### src/rtl/uart_tx_frame.sv
// UART frame serializer: start bit, DATA_WIDTH data bits LSB-first, optional parity, one stop bit.
// One bit per CLK cycle; TX_OUT and BUSY come straight from flops.
module uart_tx_frame #(
    parameter int DATA_WIDTH = 8
) (
    input  logic                  CLK,
    input  logic                  RST,
    input  logic [DATA_WIDTH-1:0] P_DATA,
    input  logic                  DATA_VALID,
    input  logic                  PAR_EN,
    input  logic                  PAR_TYP,
    output logic                  TX_OUT,
    output logic                  BUSY
);
    localparam int CW = $clog2(DATA_WIDTH);
    localparam logic [CW-1:0] LAST_BIT = CW'(DATA_WIDTH - 1);

    localparam logic [2:0] IDLE   = 3'd0;
    localparam logic [2:0] START  = 3'd1;
    localparam logic [2:0] DATA   = 3'd2;
    localparam logic [2:0] PARITY = 3'd3;
    localparam logic [2:0] STOP   = 3'd4;

    logic [2:0]            r_state;
    logic [DATA_WIDTH-1:0] r_shift;
    logic [CW-1:0]         r_cnt;
    logic                  r_par_en;
    logic                  r_par;
    logic                  r_tx;
    logic                  r_busy;

    // Output flops are loaded with the value of the state being entered, so the
    // line level always matches the current state with no decode after the flop.
    always_ff @(posedge CLK or negedge RST) begin
        if (!RST) begin
            r_state  <= IDLE;
            r_shift  <= '0;
            r_cnt    <= '0;
            r_par_en <= 1'b0;
            r_par    <= 1'b0;
            r_tx     <= 1'b1;
            r_busy   <= 1'b0;
        end else begin
            case (r_state)
                IDLE: begin
                    r_tx   <= 1'b1;
                    r_busy <= 1'b0;
                    if (DATA_VALID) begin
                        r_shift  <= P_DATA;
                        r_par_en <= PAR_EN;
                        r_par    <= (^P_DATA) ^ PAR_TYP;
                        r_state  <= START;
                        r_tx     <= 1'b0;
                        r_busy   <= 1'b1;
                    end
                end
                START: begin
                    r_cnt   <= '0;
                    r_tx    <= r_shift[0];
                    r_shift <= r_shift >> 1;
                    r_state <= DATA;
                end
                DATA: begin
                    if (r_cnt == LAST_BIT) begin
                        if (r_par_en) begin
                            r_tx    <= r_par;
                            r_state <= PARITY;
                        end else begin
                            r_tx    <= 1'b1;
                            r_state <= STOP;
                        end
                    end else begin
                        r_cnt   <= r_cnt + 1'b1;
                        r_tx    <= r_shift[0];
                        r_shift <= r_shift >> 1;
                    end
                end
                PARITY: begin
                    r_tx    <= 1'b1;
                    r_state <= STOP;
                end
                STOP: begin
                    r_tx    <= 1'b1;
                    r_busy  <= 1'b0;
                    r_state <= IDLE;
                end
                default: begin
                    r_tx    <= 1'b1;
                    r_busy  <= 1'b0;
                    r_state <= IDLE;
                end
            endcase
        end
    end

    assign TX_OUT = r_tx;
    assign BUSY   = r_busy;
endmodule

### config.mk
export PLATFORM = sky130hd
export DESIGN_NAME = uart_tx_frame
export DESIGN_NICKNAME = d
export VERILOG_FILES = /design/src/rtl/uart_tx_frame.sv
export SDC_FILE = /design/constraint.sdc
export NUM_CORES = 1
export LEC_CHECK = 0
export CAP_MARGIN = 15
export CORE_UTILIZATION = 34
export DETAILED_ROUTE_END_ITERATION = 10
export PLACE_DENSITY = 0.66
export SLEW_MARGIN = 20
export SYNTH_ARGS = -nofsm -noshare
export SYNTH_HDL_FRONTEND = slang
export SYNTH_SLANG_ARGS = --single-unit
### constraint.sdc
create_clock -name CLK -period 4.83 [get_ports CLK]
set_clock_uncertainty 0.2 [all_clocks]
set_input_delay 0.966 -clock CLK [delete_from_list [all_inputs] [get_ports CLK]]
set_output_delay 0.966 -clock CLK [all_outputs]
set_load 0.01 [all_outputs]
==> impl_metrics.tcl, run 1 <==
set metrics [dict create \
    status "completed" \
    grt_pass1_wl_mm 2.86 \
    power_density_nw_per_um2 617 \
    syn-num-nets 110 \
    io_buffers 14 \
    muxShareOfSynthArea 0.104 \
    synth_top_area_share 0.432 \
    grt_max_degree 19 \
    antenna_left 0 \
    cts_hold_buf 0 \
    die_x_um 55.8 \
    combPwrFrac 0.469 \
    ys_warn_count 0 \
    ir_worst_vdd_v 0.000338 \
    min_path_cells 1 \
    clock_sinks 18 \
    root_buffer "clkbuf_4" \
    post_cts_resized 0 \
    pwr-share-seq 0.405 \
    synth_area_per_cell_um2 10.4 \
    core_um2 2760 \
    reg2reg_depth 5 \
    max_cap_violations 0 \
    final_hold_viol_count 0 \
    drc 0 \
    crit_chain "clkdlybuf4s50_1" \
    period_share 0.518 \
    synthFlopType "dfrtp_1" \
    switching_power_w 0.000283 \
    cts_setup_buffers 0 \
    antenna_found_initial 0 \
    fin_nets 125 \
    fin_ws_ns 2.33 \
    synth_common_cells "17 x dfrtp_1, 12 x a21oi_1, 11 x nor2_1, 8 x mux2i_1" \
    cts_max_path_buffers 2 \
    syn_to_final_growth_pct 19.6 \
    swShare 0.390 \
    cts_buffers 3 \
    seq_area_frac_synth 0.459 \
    ys_seq_elements 18 \
    drt_first_iter_violations 27 \
    clock_latency_ns 0.29 \
    dieArea_um2 3120 \
    start_util 0.357 \
    internal_power_w 0.000443 \
    h-tree-depth 1 \
    path_clk_slew_ns 0.10 \
    synth_fa_ha_area_frac 0.0254 \
    pwr-share-clk 0.126 \
    drt-total-wl_mm 1.71 \
    synthCells 95 \
    tightest_slew_ns 0.793 \
    whs_endpoint "r_shift[7]$_DFFE_PN0P_" \
    r2r_slack_ns 2.60 \
    fin_util 0.427 \
    worst-path-max-fanout 1 \
    row_count 19 \
    start_kind "flip-flop" \
    maxSlewHeadroom 0.470 \
    num_vias 710 \
    dr.pass1.iters 4 \
    slowest_delay_ns 0.53 \
    synthXorXnorAreaFrac 0.0864 \
    grt_pass1_vias 665 \
    syn_area_um2 985 \
    viasPerCell 5.07 \
    synth_edf_count 0 \
    hpwlAfterDp_mm 1.30 \
    synthArstFlopShare 1.00 \
    yosys.area_share.simple 0.173 \
    preCtsSetupSlack_ns 2.04 \
    hp-class "flip-flop to flip-flop" \
    fmax_ghz 0.400 \
    critical_path.slowest_cell "dfstp_2" \
    synth_compound_area_frac 0.122 \
    crit_family "flip-flops" \
    wl_per_cell_um 12.2 \
    worst_r2r_endpoint "r_shift[7]$_DFFE_PN0P_" \
    setup.worst_path.class "flip-flop to output port" \
    leakage_nw 0.507 \
    synth_area_leader_cell "dfrtp_1" \
    globalplace.congestion 0.720 \
    crit_path_end_kind "output port" \
    grt_setup_unrepaired "no" \
    cp.arrival_ns 1.34 \
    timing.rr.start "r_cnt[0]$_DFFE_PN0P_" \
    drive_above_1_share 0.119 \
    synth_top_family_by_area "simple AND/OR/NAND/NOR gates" \
    setup_viol 0 \
    hp-start "r_shift[7]$_DFFE_PN0P_" \
    synth.most_common_cell "dfrtp_1" \
    boundaryPins 15 \
    die_y_um 55.8 \
    crit_required_ns 3.66 \
    tritoncts "yes" \
    synthDistinctLibCells 27 \
    ys_top_cells_by_area "dfrtp_1 43%, mux2i_1 8.1%, a21oi_1 6.1%" \
    overflow 0 \
    track_usage 0.119 \
    tns_ns 0 \
    antennaDiodeCount 0 \
    fin_crit_ns 2.50 \
    slew_violations 0 \
    crit_buf_inv 1 \
]
-- stage by stage --
step,area (µm²),cells,hold WS (ns),total power [W]
after global routing,1180,140,0.355,0.000788
after detailed placement,1140,136,0.305,0.000643
after floorplan,985,95,0.273,0.000566
after global placement,1140,136,0.291,0.000627
final,1180,140,0.322,0.000726
after CTS,1180,140,0.331,0.000738
-- sequential cells by signal, indices dropped and copies added, names as in the netlist --
name	flops
BUSY	1
TX_OUT	1
r_cnt	3
r_par	1
r_par_en	1
r_shift	8
r_state	3
-- cells in the final DEF, fill, tap and decap left out --
cell	instances
dfrtp_1	17
clkdlybuf4s50_1	14
a21oi_1	12
nor2_1	11
mux2i_1	8
nand2_1	6
o21ai_0	6
xnor2_1	6
nor3_1	3
clkbuf_4	3
inv_1	2
nor2b_1	2
a22oi_1	2
mux2_2	2
ha_1	2
dfstp_2	1
o211ai_1	1
or3b_2	1
nand2b_1	1
o21a_1	1
or2_2	1
nor4b_2	1
xnor3_2	1
xor2_1	1
nor3_4	1
nor2_8	1
and3_1	1
clkbuf_8	1
-- cells by family after synthesis --
logic type               Yosys count
adder cells (fa/ha/maj)            2
AND/OR/NAND/NOR                   29
XOR/XNOR                           8
buffers and inverters              6
multiplexers                      10
flip-flops                        18
AO/OA/AOI/OAI                     22
-- cell type report --
class | count | area, µm²
fillers | 267 | 1580
clock buffers | 4 | 36.3
repair buffers | 14 | 140
inverters | 2 | 7.51
well taps | 31 | 38.8
flip-flops and latches | 18 | 452
multi-input cells | 71 | 503
-- metal layers --
| layer | global-route usage | part of all wire | vias to the layer above | routed length [µm] |
|---|---|---|---|---|
| li1 | - | - | 356 | - |
| met1 | 0.154 | 0.48 | 335 | 816 |
| met2 | 0.189 | 0.47 | 17 | 807 |
| met3 | 0.0279 | 0.045 | 2 | 77 |
| met4 | 0.0523 | 0.0047 | 0 | 8 |
| met5 | 0 | 0 | - | 0 |
-- power by group through the flow --
stage | Sequential (W) | Clock (W) | Combinational (W)
finish | 0.000294 | 0.0000916 | 0.000341
global route | 0.000306 | 0.0000999 | 0.000382
CTS | 0.000295 | 0.0000975 | 0.000346
detailed placement | 0.000298 | 0 | 0.000345
global placement | 0.000295 | 0 | 0.000331
floorplan | 0.000266 | 0 | 0.000301
-- how the worst max path moves through the flow --
stage / endpoint / startpoint / cells after the start
floorplan: r_par$_DFFE_PN0P_ / P_DATA[3] / 4
global placement: r_par$_DFFE_PN0P_ / P_DATA[3] / 5
detailed placement: r_shift[7]$_DFFE_PN0P_ / DATA_VALID / 4
CTS: TX_OUT / TX_OUT$_DFF_PN1_ / 1
global route: r_shift[7]$_DFFE_PN0P_ / DATA_VALID / 4
finish: TX_OUT / TX_OUT$_DFF_PN1_ / 1
(Power assumes the default switching activity.)
==> run 2, diff against run 1 <==
clock period = 2.4 ns   (was 4.83 ns; I/O delays follow)
==> impl_metrics.tcl, run 2 (synthesized netlist as in run 1, its figures left out) <==
set metrics [dict create \
    hpwlAfterDp_mm 1.34 \
    worst-path-max-fanout 1 \
    row_count 19 \
    cts_max_path_buffers 2 \
    fin_nets 128 \
    combPwrFrac 0.474 \
    final_hold_viol_count 0 \
    clock_latency_ns 0.29 \
    final_cell_mix "17 x dfrtp_1, 14 x clkdlybuf4s50_1, 12 x a21oi_1" \
    hp-class "primary input to async pin" \
    top_register "r_shift" \
    boundaryPins 15 \
    status "completed" \
    setup_viol 0 \
    internal_power_w 0.000920 \
    ir_worst_vdd_v 0.000847 \
    antenna_left 0 \
    dieArea_um2 3120 \
    overflow 0 \
    track_usage 0.124 \
    pwr-share-clk 0.126 \
    maxSlewHeadroom 0.678 \
    core_um2 2760 \
    cp.arrival_ns 1.35 \
    slowest_delay_ns 0.53 \
    crit_path_end_kind "output port" \
    period_share 0.845 \
    switching_power_w 0.000575 \
    grt_max_degree 19 \
    clock_sinks 18 \
    whs_ns 0.293 \
    max_cap_violations 0 \
    grt_pass1_vias 728 \
    fin_crit_ns 2.03 \
    cts_hold_buf 0 \
    start_util 0.357 \
    path_clk_slew_ns 0.11 \
    antenna_found_initial 0 \
    post_cts_resized 0 \
    root_buffer "clkbuf_4" \
    largest_register_ffs 8 \
    crit_required_ns 1.72 \
    leakage_nw 0.521 \
    slew_violations 0 \
    drt_first_iter_violations 10 \
    start_kind "flip-flop" \
    cts_setup_buffers 0 \
    drive_above_1_share 0.143 \
    viasPerCell 5.06 \
    die_x_um 55.8 \
    dr.pass1.iters 3 \
    crit_family "flip-flops" \
    globalplace.congestion 0.758 \
    crit_chain "clkdlybuf4s50_1" \
    tightest_slew_ns 0.483 \
    drt-total-wl_mm 1.76 \
    reg_top3 "r_shift x8, r_cnt x3, r_state x3" \
    swShare 0.385 \
    power_density_nw_per_um2 1250 \
    fmax_ghz 0.493 \
    drc 0 \
    num_vias 723 \
    cts_buffers 3 \
    h-tree-depth 1 \
    tns_ns 0 \
    tritoncts "yes" \
    syn_to_final_growth_pct 21.9 \
    grt_setup_unrepaired "no" \
    setup.worst_path.class "flip-flop to output port" \
    die_y_um 55.8 \
    grt_pass1_wl_mm 2.98 \
    pwr-share-seq 0.400 \
    io_buffers 14 \
    wl_per_cell_um 12.3 \
    critical_path.slowest_cell "dfstp_2" \
    crit_buf_inv 1 \
    final_common_cell "dfrtp_1" \
    antennaDiodeCount 0 \
]
==> run 2: cell types whose count changed in the layout (fill, tap and decap cells not counted), sizes merged <==
cell,previous run,this run
buf,0,3
==> run 2: cell type report <==
cell class,count,area (µm²)
repair buffers,17,163
clock buffers,4,36.3
fillers,277,1560
multi-input cells,71,503
inverters,2,7.51
well taps,31,38.8
flip-flops and latches,18,452
==> run 2: routing by layer <==
layer	global-route usage	wire length, µm	vias up
li1	-	-	365
met1	0.143	829	337
met2	0.208	826	19
met3	0.0535	86	2
met4	0.0418	14	0
met5	0	0	-
==> run 2: power groups by stage <==
stage          clock network, W  logic [W]  registers [W]
6_report               0.000188   0.000709       0.000598
2_1_floorplan                 0   0.000605       0.000535
5_1_grt                0.000209   0.000791       0.000615
4_1_cts                0.000195   0.000722       0.000599
3_5_place_dp                  0   0.000723       0.000604
3_3_place_gp                  0   0.000694       0.000599
==> run 2: through the flow <==
stage	utilization	area (µm²)	total power (W)	cells	setup WS, ns
after floorplan	-	985	0.00114	95	0.509
after detailed placement	0.422	1160	0.00133	139	0.124
after global routing	0.435	1200	0.00161	143	0.336
final	0.435	1200	0.00150	143	0.373
after global placement	0.422	1160	0.00129	139	0.171
after CTS	0.435	1200	0.00152	143	0.355
==> run 2: final timing paths <==
path                                        start                endpoint  slack (ns)  depth (start not counted)
max reg2reg                  r_cnt[0]$_DFFE_PN0P_  r_shift[7]$_DFFE_PN0P_        0.43                          5
min                                           RST    r_cnt[1]$_DFFE_PN0P_        0.29                          2
max in group asynchronous                     RST        TX_OUT$_DFF_PN1_        1.45                          2
min reg2reg                r_shift[7]$_DFFE_PN0P_  r_shift[7]$_DFFE_PN0P_        0.32                          1
min in group CLK           r_shift[7]$_DFFE_PN0P_  r_shift[7]$_DFFE_PN0P_        0.32                          1
max                              TX_OUT$_DFF_PN1_                  TX_OUT        0.37                          1
==> run 3, diff against run 2 <==
PLACE_DENSITY = 0.68   (was 0.66)
clock period = 1.85 ns   (was 2.4 ns; I/O delays follow)
==> impl_metrics.tcl, run 3 (synthesized netlist as in run 1, its figures left out) <==
set metrics [dict create \
    final_hold_viol_count 0 \
    crit_start "P_DATA[2]" \
    globalplace.congestion 0.765 \
    largest_register_ffs 8 \
    start_kind "primary input" \
    viasPerCell 4.83 \
    fin_nets 133 \
    drt-total-wl_mm 1.76 \
    die_y_um 55.8 \
    fmax_ghz 0.547 \
    antennaDiodeCount 0 \
    cts_max_path_buffers 2 \
    h-tree-depth 1 \
    clock_sinks 18 \
    core_um2 2760 \
    grt_pass1_vias 696 \
    overflow 0 \
    worst_r2r_endpoint "TX_OUT$_DFF_PN1_" \
    wl_per_cell_um 11.9 \
    crit_required_ns 1.84 \
    fin_crit_ns 1.83 \
    cts_buffers 3 \
    crit_path_end_kind "flip-flop" \
    ir_worst_vdd_v 0.00107 \
    max_cap_violations 0 \
    timing.rr.start "r_cnt[1]$_DFFE_PN0P_" \
    dieArea_um2 3120 \
    fin_cells 148 \
    row_count 19 \
    final_cell_mix "17 x dfrtp_1, 13 x clkdlybuf4s50_1, 12 x a21oi_1" \
    drive_above_1_share 0.197 \
    path_clk_slew_ns 0.10 \
    boundaryPins 15 \
    fin_ws_ns 0.0218 \
    maxSlewHeadroom 0.679 \
    hpwlAfterDp_mm 1.35 \
    tns_ns 0 \
    setup_viol 0 \
    track_usage 0.124 \
    endpoint "r_par$_DFFE_PN0P_" \
    root_buffer "clkbuf_4" \
    period_share 0.988 \
    final_common_cell "dfrtp_1" \
    tightest_slew_ns 0.482 \
    cp.arrival_ns 1.82 \
    slew_violations 0 \
    io_buffers 14 \
    drt_first_iter_violations 21 \
    worst-path-max-fanout 2 \
    grt_max_degree 19 \
    syn_to_final_growth_pct 27.4 \
    num_vias 715 \
    antenna_left 0 \
    r2r_slack_ns 0.07 \
    preCtsSetupSlack_ns -0.301 \
    top_register "r_shift" \
    tritoncts "yes" \
    grt_pass1_wl_mm 2.96 \
    clock_latency_ns 0.29 \
    power_density_nw_per_um2 1590 \
    antenna_found_initial 0 \
    die_x_um 55.8 \
    reg2reg_depth 6 \
    drc 0 \
    dr.pass1.iters 4 \
    dp_cells 144 \
    reg_top3 "r_shift x8, r_cnt x3, r_state x3" \
    start_util 0.357 \
    status "completed" \
    grt_setup_unrepaired "yes" \
    hp-class "primary input to async pin" \
    setup.worst_path.class "primary input to flip-flop" \
    leakage_nw 0.547 \
]
-- run 3: changes by cell type in the layout (fill, tap and decap cells not counted), sizes merged --
cell,delta
buf,+5
clkdlybuf4s50,-1
dlygate4sd2,+1
-- run 3: what timing repair did --
item	CTS	global route
pin swaps	1	0
hold buffers	0	0
setup endpoints to repair	4	3
gates resized for setup	1	0
buffers inserted	0	0
-- run 3: report_power, final --
group          internal (W)  switching, W  leakage [nW]
sequential         0.000589      0.000182         0.215
combinational      0.000527      0.000451         0.310
clock              0.000120      0.000123        0.0210
total               0.00124      0.000756         0.547
-- run 3: layout make-up --
cell class | instances | area (µm²)
clock buffers | 4 | 36.3
multi-input cells | 71 | 522
inverters | 2 | 7.51
flip-flops and latches | 18 | 452
well taps | 31 | 38.8
fillers | 267 | 1500
repair buffers | 22 | 199
-- run 3: worst min-delay path by stage --
stage / from / endpoint / slack (ns) / depth (start not counted)
detailed placement: r_shift[7]$_DFFE_PN0P_ / r_shift[7]$_DFFE_PN0P_ / 0.31 / 1
global placement: r_shift[7]$_DFFE_PN0P_ / r_shift[7]$_DFFE_PN0P_ / 0.30 / 1
floorplan: RST / BUSY$_DFFE_PN0N_ / -0.13 / 0
CTS: RST / r_cnt[1]$_DFFE_PN0P_ / 0.18 / 2
finish: RST / r_cnt[1]$_DFFE_PN0P_ / 0.19 / 2
global route: RST / r_cnt[1]$_DFFE_PN0P_ / 0.18 / 2
-- run 3: stage by stage --
stage	power [W]	instance area [µm²]	utilization	hold WS, ns
floorplan	0.00150	1000	-	-0.126
global placement	0.00175	1220	0.442	0.304
detailed placement	0.00178	1220	0.442	0.310
CTS	0.00202	1250	0.455	0.184
global route	0.00217	1250	0.455	0.183
finish	0.00199	1250	0.455	0.187
-- run 3: layer usage --
layer / global-route usage / up-vias / wire length (µm)
met5: 0 / - / 0
met2: 0.193 / 17 / 809
met4: 0.0314 / 0 / 0
li1: - / 376 / -
met3: 0.0512 / 0 / 87
met1: 0.162 / 322 / 862
-- run 3: critical path, stage by stage --
cell and delay [ns]:
clkdlybuf4s50_1 0.50, xnor2_1 0.13, xnor3_2 0.43, xnor2_1 0.13, mux2_2 0.26
==> variant 1, RTL diff (flow settings as in run 2) <==
Set the parameter `DATA_WIDTH` to 4 (it was 8).
--- a/src/rtl/uart_tx_frame.sv
+++ b/src/rtl/uart_tx_frame.sv
@@ -1,7 +1,7 @@
 // UART frame serializer: start bit, DATA_WIDTH data bits LSB-first, optional parity, one stop bit.
 // One bit per CLK cycle; TX_OUT and BUSY come straight from flops.
 module uart_tx_frame #(
-    parameter int DATA_WIDTH = 8
+    parameter int DATA_WIDTH = 4
 ) (
     input  logic                  CLK,
     input  logic                  RST,
Interface: changed (resized P_DATA); port bits go from 15 to 11. No check against the original RTL was run, so the function may have changed too.
==> variant 1 against run 2 <==
  * Largest power group unchanged
  * Via count down 20%
  * Cell area down 27%
  * Routed wire length down 16%
  * Power down 29%
  * Setup slack better by 13 ps
  * Sequential cell count down 5
  * Area after synthesis down 25%
  * Register-to-register slack better by 120 ps
  * Highest routed layer unchanged
==> variant 1: results <==
export IMPL_outcome="completed"
export IMPL_yosys_top_cells_count="sky130_fd_sc_hd__dfrtp_1 (12), sky130_fd_sc_hd__o21ai_0 (11), sky130_fd_sc_hd__a31oi_1 (6)"
export IMPL_clk_pin_slew_ps=80
export IMPL_track_usage_pct=14.17
export IMPL_numPortBuffers=10
export IMPL_post_cts_setup_buffers=0
export IMPL_hold_path_startpoint="r_par"
export IMPL_tritoncts_num_buffers=3
export IMPL_cpLargestDelayFamily="flip-flops"
export IMPL_netlist_top_cells_area="sky130_fd_sc_hd__dfrtp_1 (41%), sky130_fd_sc_hd__o21ai_0 (7.4%), sky130_fd_sc_hd__a31oi_1 (5.1%)"
export IMPL_ys_types=31
export IMPL_cts_resized=0
export IMPL_fraction_of_final_layout_cells_sized_beyond_drive_strength_1_pct=10.59
export IMPL_worst_ir_drop_vdd_mv=0.5524
export IMPL_fin_nets=96
export IMPL_final_fill_count=199
export IMPL_hold_slack_ps=320.0
export IMPL_cts_buffer_depth=2
export IMPL_grt_pass1_wl_mm=2.518
export IMPL_grt_antenna_before_repair=0
export IMPL_seq_area_frac_synth_pct=44.09
export IMPL_timing_worst_slew_pin_value_ps=571.5
export IMPL_ys_warnings_count=0
export IMPL_max_cap_viol_count=0
export IMPL_drt_total_wl_mm=1.470
export IMPL_placement_setup_worst_slack_ps=318.1
export IMPL_delay_of_the_slowest_critical_path_stage_ps=530
export IMPL_vias_per_cell=5.179
export IMPL_hold_critical_path_depth=1
export IMPL_worstReg2RegEnd="r_shift[3]"
export IMPL_initialDrtViolationCount=13
export IMPL_timing_reg2reg_setup_slack_ps=550
export IMPL_reg2regPathDepth=4
export IMPL_ctsHtreeMaxLevel=1
export IMPL_gp_congestion=0.7283
export IMPL_total_nets_after_synthesis=85
export IMPL_worstPathArrival_ps=1330
export IMPL_hpwlAfterDp_mm=1.053
export IMPL_critical_path_slowest_cell="sky130_fd_sc_hd__dfstp_2"
export IMPL_clk_latency_ps=280
export IMPL_hold_path_class="flip-flop to flip-flop"
export IMPL_cp_max_fo=1
export IMPL_worst_hold_path_ep="r_par"
export IMPL_cts_root_buf="sky130_fd_sc_hd__clkbuf_4"
export IMPL_drt_pass1_iter_count=4
export IMPL_timing_rr_start="r_cnt[0]"
export IMPL_largestRegisters="r_shift x4, r_state x3, r_cnt x2"
export IMPL_cp_startpoint="TX_OUT"
export IMPL_asyncSetResetFlopFracSynth_pct=100.0
export IMPL_antennaDiodeCount=0
export IMPL_maximum_number_of_pins_on_one_net_before_global_route_repair=18
export IMPL_p_leak_nw=0.3566
export IMPL_first_global_vias=567
variant 1: cell types whose count changed in the layout (fill, tap and decap cells not counted), sizes merged, moves of 4 or more:
cell	run 2	this run
nor2	12	1
a21oi	12	4
a31oi	0	6
mux2i	8	2
dfrtp	17	12
o21ai	6	11
clkdlybuf4s50	14	10
xnor2	6	2
variant 1: layout make-up:
| cell class | count | area (um^2) | share of cell area (%) |
|---|---|---|---|
| Multi-Input combinational cell | 54 | 375.4 | 42.80 |
| Sequential cell | 13 | 326.6 | 37.23 |
| Timing Repair Buffer | 10 | 100.1 | 11.41 |
| Tap cell | 27 | 33.78 | 3.852 |
| Clock buffer | 4 | 26.28 | 2.996 |
| Inverter | 4 | 15.01 | 1.712 |
variant 1: metal layers:
layer | vias to the layer above | GRT usage, % | wire (um)
met4 | 0 | 4.412 | 11
met1 | 275 | 18.60 | 690
met5 | - | 0 | 0
met3 | 2 | 5.975 | 82
met2 | 10 | 21.06 | 684
li1 | 293 | - | -
variant 1: report_power, final:
group / internal (mW) / total (mW) / switching (mW) / leakage (nW)
sequential: 0.329 / 0.458 / 0.129 / 0.159
combinational: 0.247 / 0.467 / 0.219 / 0.183
clock: 0.0645 / 0.136 / 0.0711 / 0.0150
variant 1: how the worst max path moves through the flow:
stage / slack, ps / to / depth (start not counted)
2_1_floorplan: 750 / r_shift[3] / 4
3_3_place_gp: 330 / r_par / 4
3_5_place_dp: 320 / r_par / 4
4_1_cts: 370 / TX_OUT / 1
5_1_grt: 360 / TX_OUT / 1
6_report: 390 / TX_OUT / 1
variant 1: logic make-up after synthesis:
logic type,share of synthesized area (%)
adder cells (fa/ha/maj),1.689
flip-flops,44.09
XOR/XNOR,7.771
multiplexers,4.223
AO/OA/AOI/OAI,20.27
buffers and inverters,5.236
AND/OR/NAND/NOR,16.72
variant 1: metrics by stage:
| stage | power, mW | area [um^2] | util, % | instances |
|---|---|---|---|---|
| after global placement | 0.9160 | 850.8 | 42.50 | 108 |
| after global routing | 1.152 | 877.1 | 43.81 | 112 |
| final | 1.060 | 877.1 | 43.81 | 112 |
| after floorplan | 0.8098 | 740.7 | - | 75 |
| after CTS | 1.072 | 877.1 | 43.81 | 112 |
| after detailed placement | 0.9304 | 850.8 | 42.50 | 108 |
==> variant 2, RTL diff (settings of run 2) <==
Without the edit above. Add an input register stage for `P_DATA`, `DATA_VALID`, `PAR_EN` and `PAR_TYP`, without a reset; this delays them by one clock.
--- a/src/rtl/uart_tx_frame.sv
+++ b/src/rtl/uart_tx_frame.sv
@@ -20,6 +20,18 @@
     localparam logic [2:0] DATA   = 3'd2;
     localparam logic [2:0] PARITY = 3'd3;
     localparam logic [2:0] STOP   = 3'd4;
+
+    logic [DATA_WIDTH-1:0] P_DATA_q;
+    logic DATA_VALID_q;
+    logic PAR_EN_q;
+    logic PAR_TYP_q;
+
+    always_ff @(posedge CLK) begin
+        P_DATA_q     <= P_DATA;
+        DATA_VALID_q <= DATA_VALID;
+        PAR_EN_q     <= PAR_EN;
+        PAR_TYP_q    <= PAR_TYP;
+    end
 
     logic [2:0]            r_state;
     logic [DATA_WIDTH-1:0] r_shift;
@@ -45,10 +57,10 @@
                 IDLE: begin
                     r_tx   <= 1'b1;
                     r_busy <= 1'b0;
-                    if (DATA_VALID) begin
-                        r_shift  <= P_DATA;
-                        r_par_en <= PAR_EN;
-                        r_par    <= (^P_DATA) ^ PAR_TYP;
+                    if (DATA_VALID_q) begin
+                        r_shift  <= P_DATA_q;
+                        r_par_en <= PAR_EN_q;
+                        r_par    <= (^P_DATA_q) ^ PAR_TYP_q;
                         r_state  <= START;
                         r_tx     <= 1'b0;
                         r_busy   <= 1'b1;
Function: changed (Yosys sat finds a counterexample within 4 cycles, from zero or initial values and one cycle with RST low).
==> variant 2 against run 2 <==
  * Setup slack got worse by 12 ps
  * Cell count rose by 20%
  * Routed wire length rose by 11%
  * Power rose by 13%
  * Sequential share of layout area rose by 9.1 points
  * Combinational power fell by 14%
  * Clock power rose by 59%
  * Sequential cell count rose by 11
  * Synthesized cell count rose by 12%
  * Core utilization fell by 0.43 points
  * Register-to-register slack got worse by 50 ps
  * Cell area rose by 20%
  * Area after synthesis rose by 21%
  * Highest routed layer unchanged
==> variant 2: results <==
export IMPL_outcome="completed"
export IMPL_tritoncts_num_buffers=5
export IMPL_met3_wirelength_um=109
export IMPL_gp_congestion=0.7460
export IMPL_grt_met1_usage_pct=15.22
export IMPL_area_growth_synth_to_final_pct=20.44
export IMPL_cts_root_buf="sky130_fd_sc_hd__clkbuf_4"
export IMPL_final_fill_count=329
export IMPL_grt_pass1_wl_mm=3.325
export IMPL_drt_pass1_iter_count=4
export IMPL_first_global_vias=762
export IMPL_route_vias_total=800
export IMPL_global_routing_met2_resource_utilization_pct=19.88
export IMPL_track_usage_pct=12.91
export IMPL_seq_area_frac_synth_pct=56.29
export IMPL_clk_pin_slew_ps=80
export IMPL_hold_path_class="flip-flop to flip-flop"
export IMPL_fin_nets=140
export IMPL_power_switching_fraction_pct=34.91
export IMPL_grt_use_met3_pct=5.042
export IMPL_delay_of_the_slowest_critical_path_stage_ps=520
export IMPL_detailed_place_area_um2=1379
export IMPL_clk_latency_ps=320
export IMPL_netlist_top_cells_area="sky130_fd_sc_hd__dfrtp_1 (36%), sky130_fd_sc_hd__dfxtp_1 (18%), sky130_fd_sc_hd__mux2i_1 (5.9%)"
export IMPL_yosys_top_cells_count="sky130_fd_sc_hd__dfrtp_1 (17), sky130_fd_sc_hd__a21oi_1 (12), sky130_fd_sc_hd__dfxtp_1 (11), sky130_fd_sc_hd__nor2_1 (11), sky130_fd_sc_hd__mux2i_1 (7)"
export IMPL_xor_and_xnor_fraction_of_the_mapped_netlist_area_pct=6.289
export IMPL_syn_avg_cell_area_um2=11.26
export IMPL_initialDrtViolationCount=18
export IMPL_ys_types=32
export IMPL_routedWlPerCell_um=11.34
export IMPL_clock_power_uw=298
export IMPL_largestRegisters="P_DATA_q x8, r_shift x8"
export IMPL_pwr_group_sequential_uw=777
export IMPL_p_leak_nw=0.5991
export IMPL_timing_worst_slew_pin_value_ps=417.4
export IMPL_placedCellCount=164
export IMPL_yosys_mux_area_fraction_pct=7.757
export IMPL_wirelength_met1_um=841
export IMPL_vias_per_cell=4.651
export IMPL_post_synth_fa_ha_maj_area_fraction_pct=2.096
export IMPL_wl_met2_um=971
export IMPL_total_nets_after_synthesis=121
export IMPL_worst_ir_drop_vdd_mv=0.4279
export IMPL_ctsHtreeMaxLevel=2
variant 2: layout make-up:
type | instances | area, um^2 | area share, %
repair buffers | 16 | 155.1 | 10.79
inverters | 2 | 7.507 | 0.5222
flip-flops and latches | 29 | 671.9 | 46.74
clock buffers | 8 | 58.81 | 4.091
well taps | 46 | 57.56 | 4.003
multi-input cells | 71 | 486.7 | 33.86
variant 2: path summary, 6_finish.rpt:
path	start	to	slack [ps]	depth (start not counted)
setup reg to reg	r_cnt[0]	r_shift[7]	380	5
setup / recovery	TX_OUT	TX_OUT	360	1
min in group asynchronous	RST	r_shift[0]	280	2
hold reg to reg	PAR_EN_q	r_par_en	240	2
hold / removal	PAR_EN_q	r_par_en	240	2
max in group asynchronous	RST	TX_OUT	1470	2
variant 2: cells by family (layout without fill, tap and decap cells):
family | after synthesis | in the layout
compound gates | 25 | 25
xor+xnor | 7 | 7
fa+ha+maj | 2 | 2
buf+inv | 6 | 26
flops | 29 | 29
mux | 9 | 9
simple gates | 28 | 28
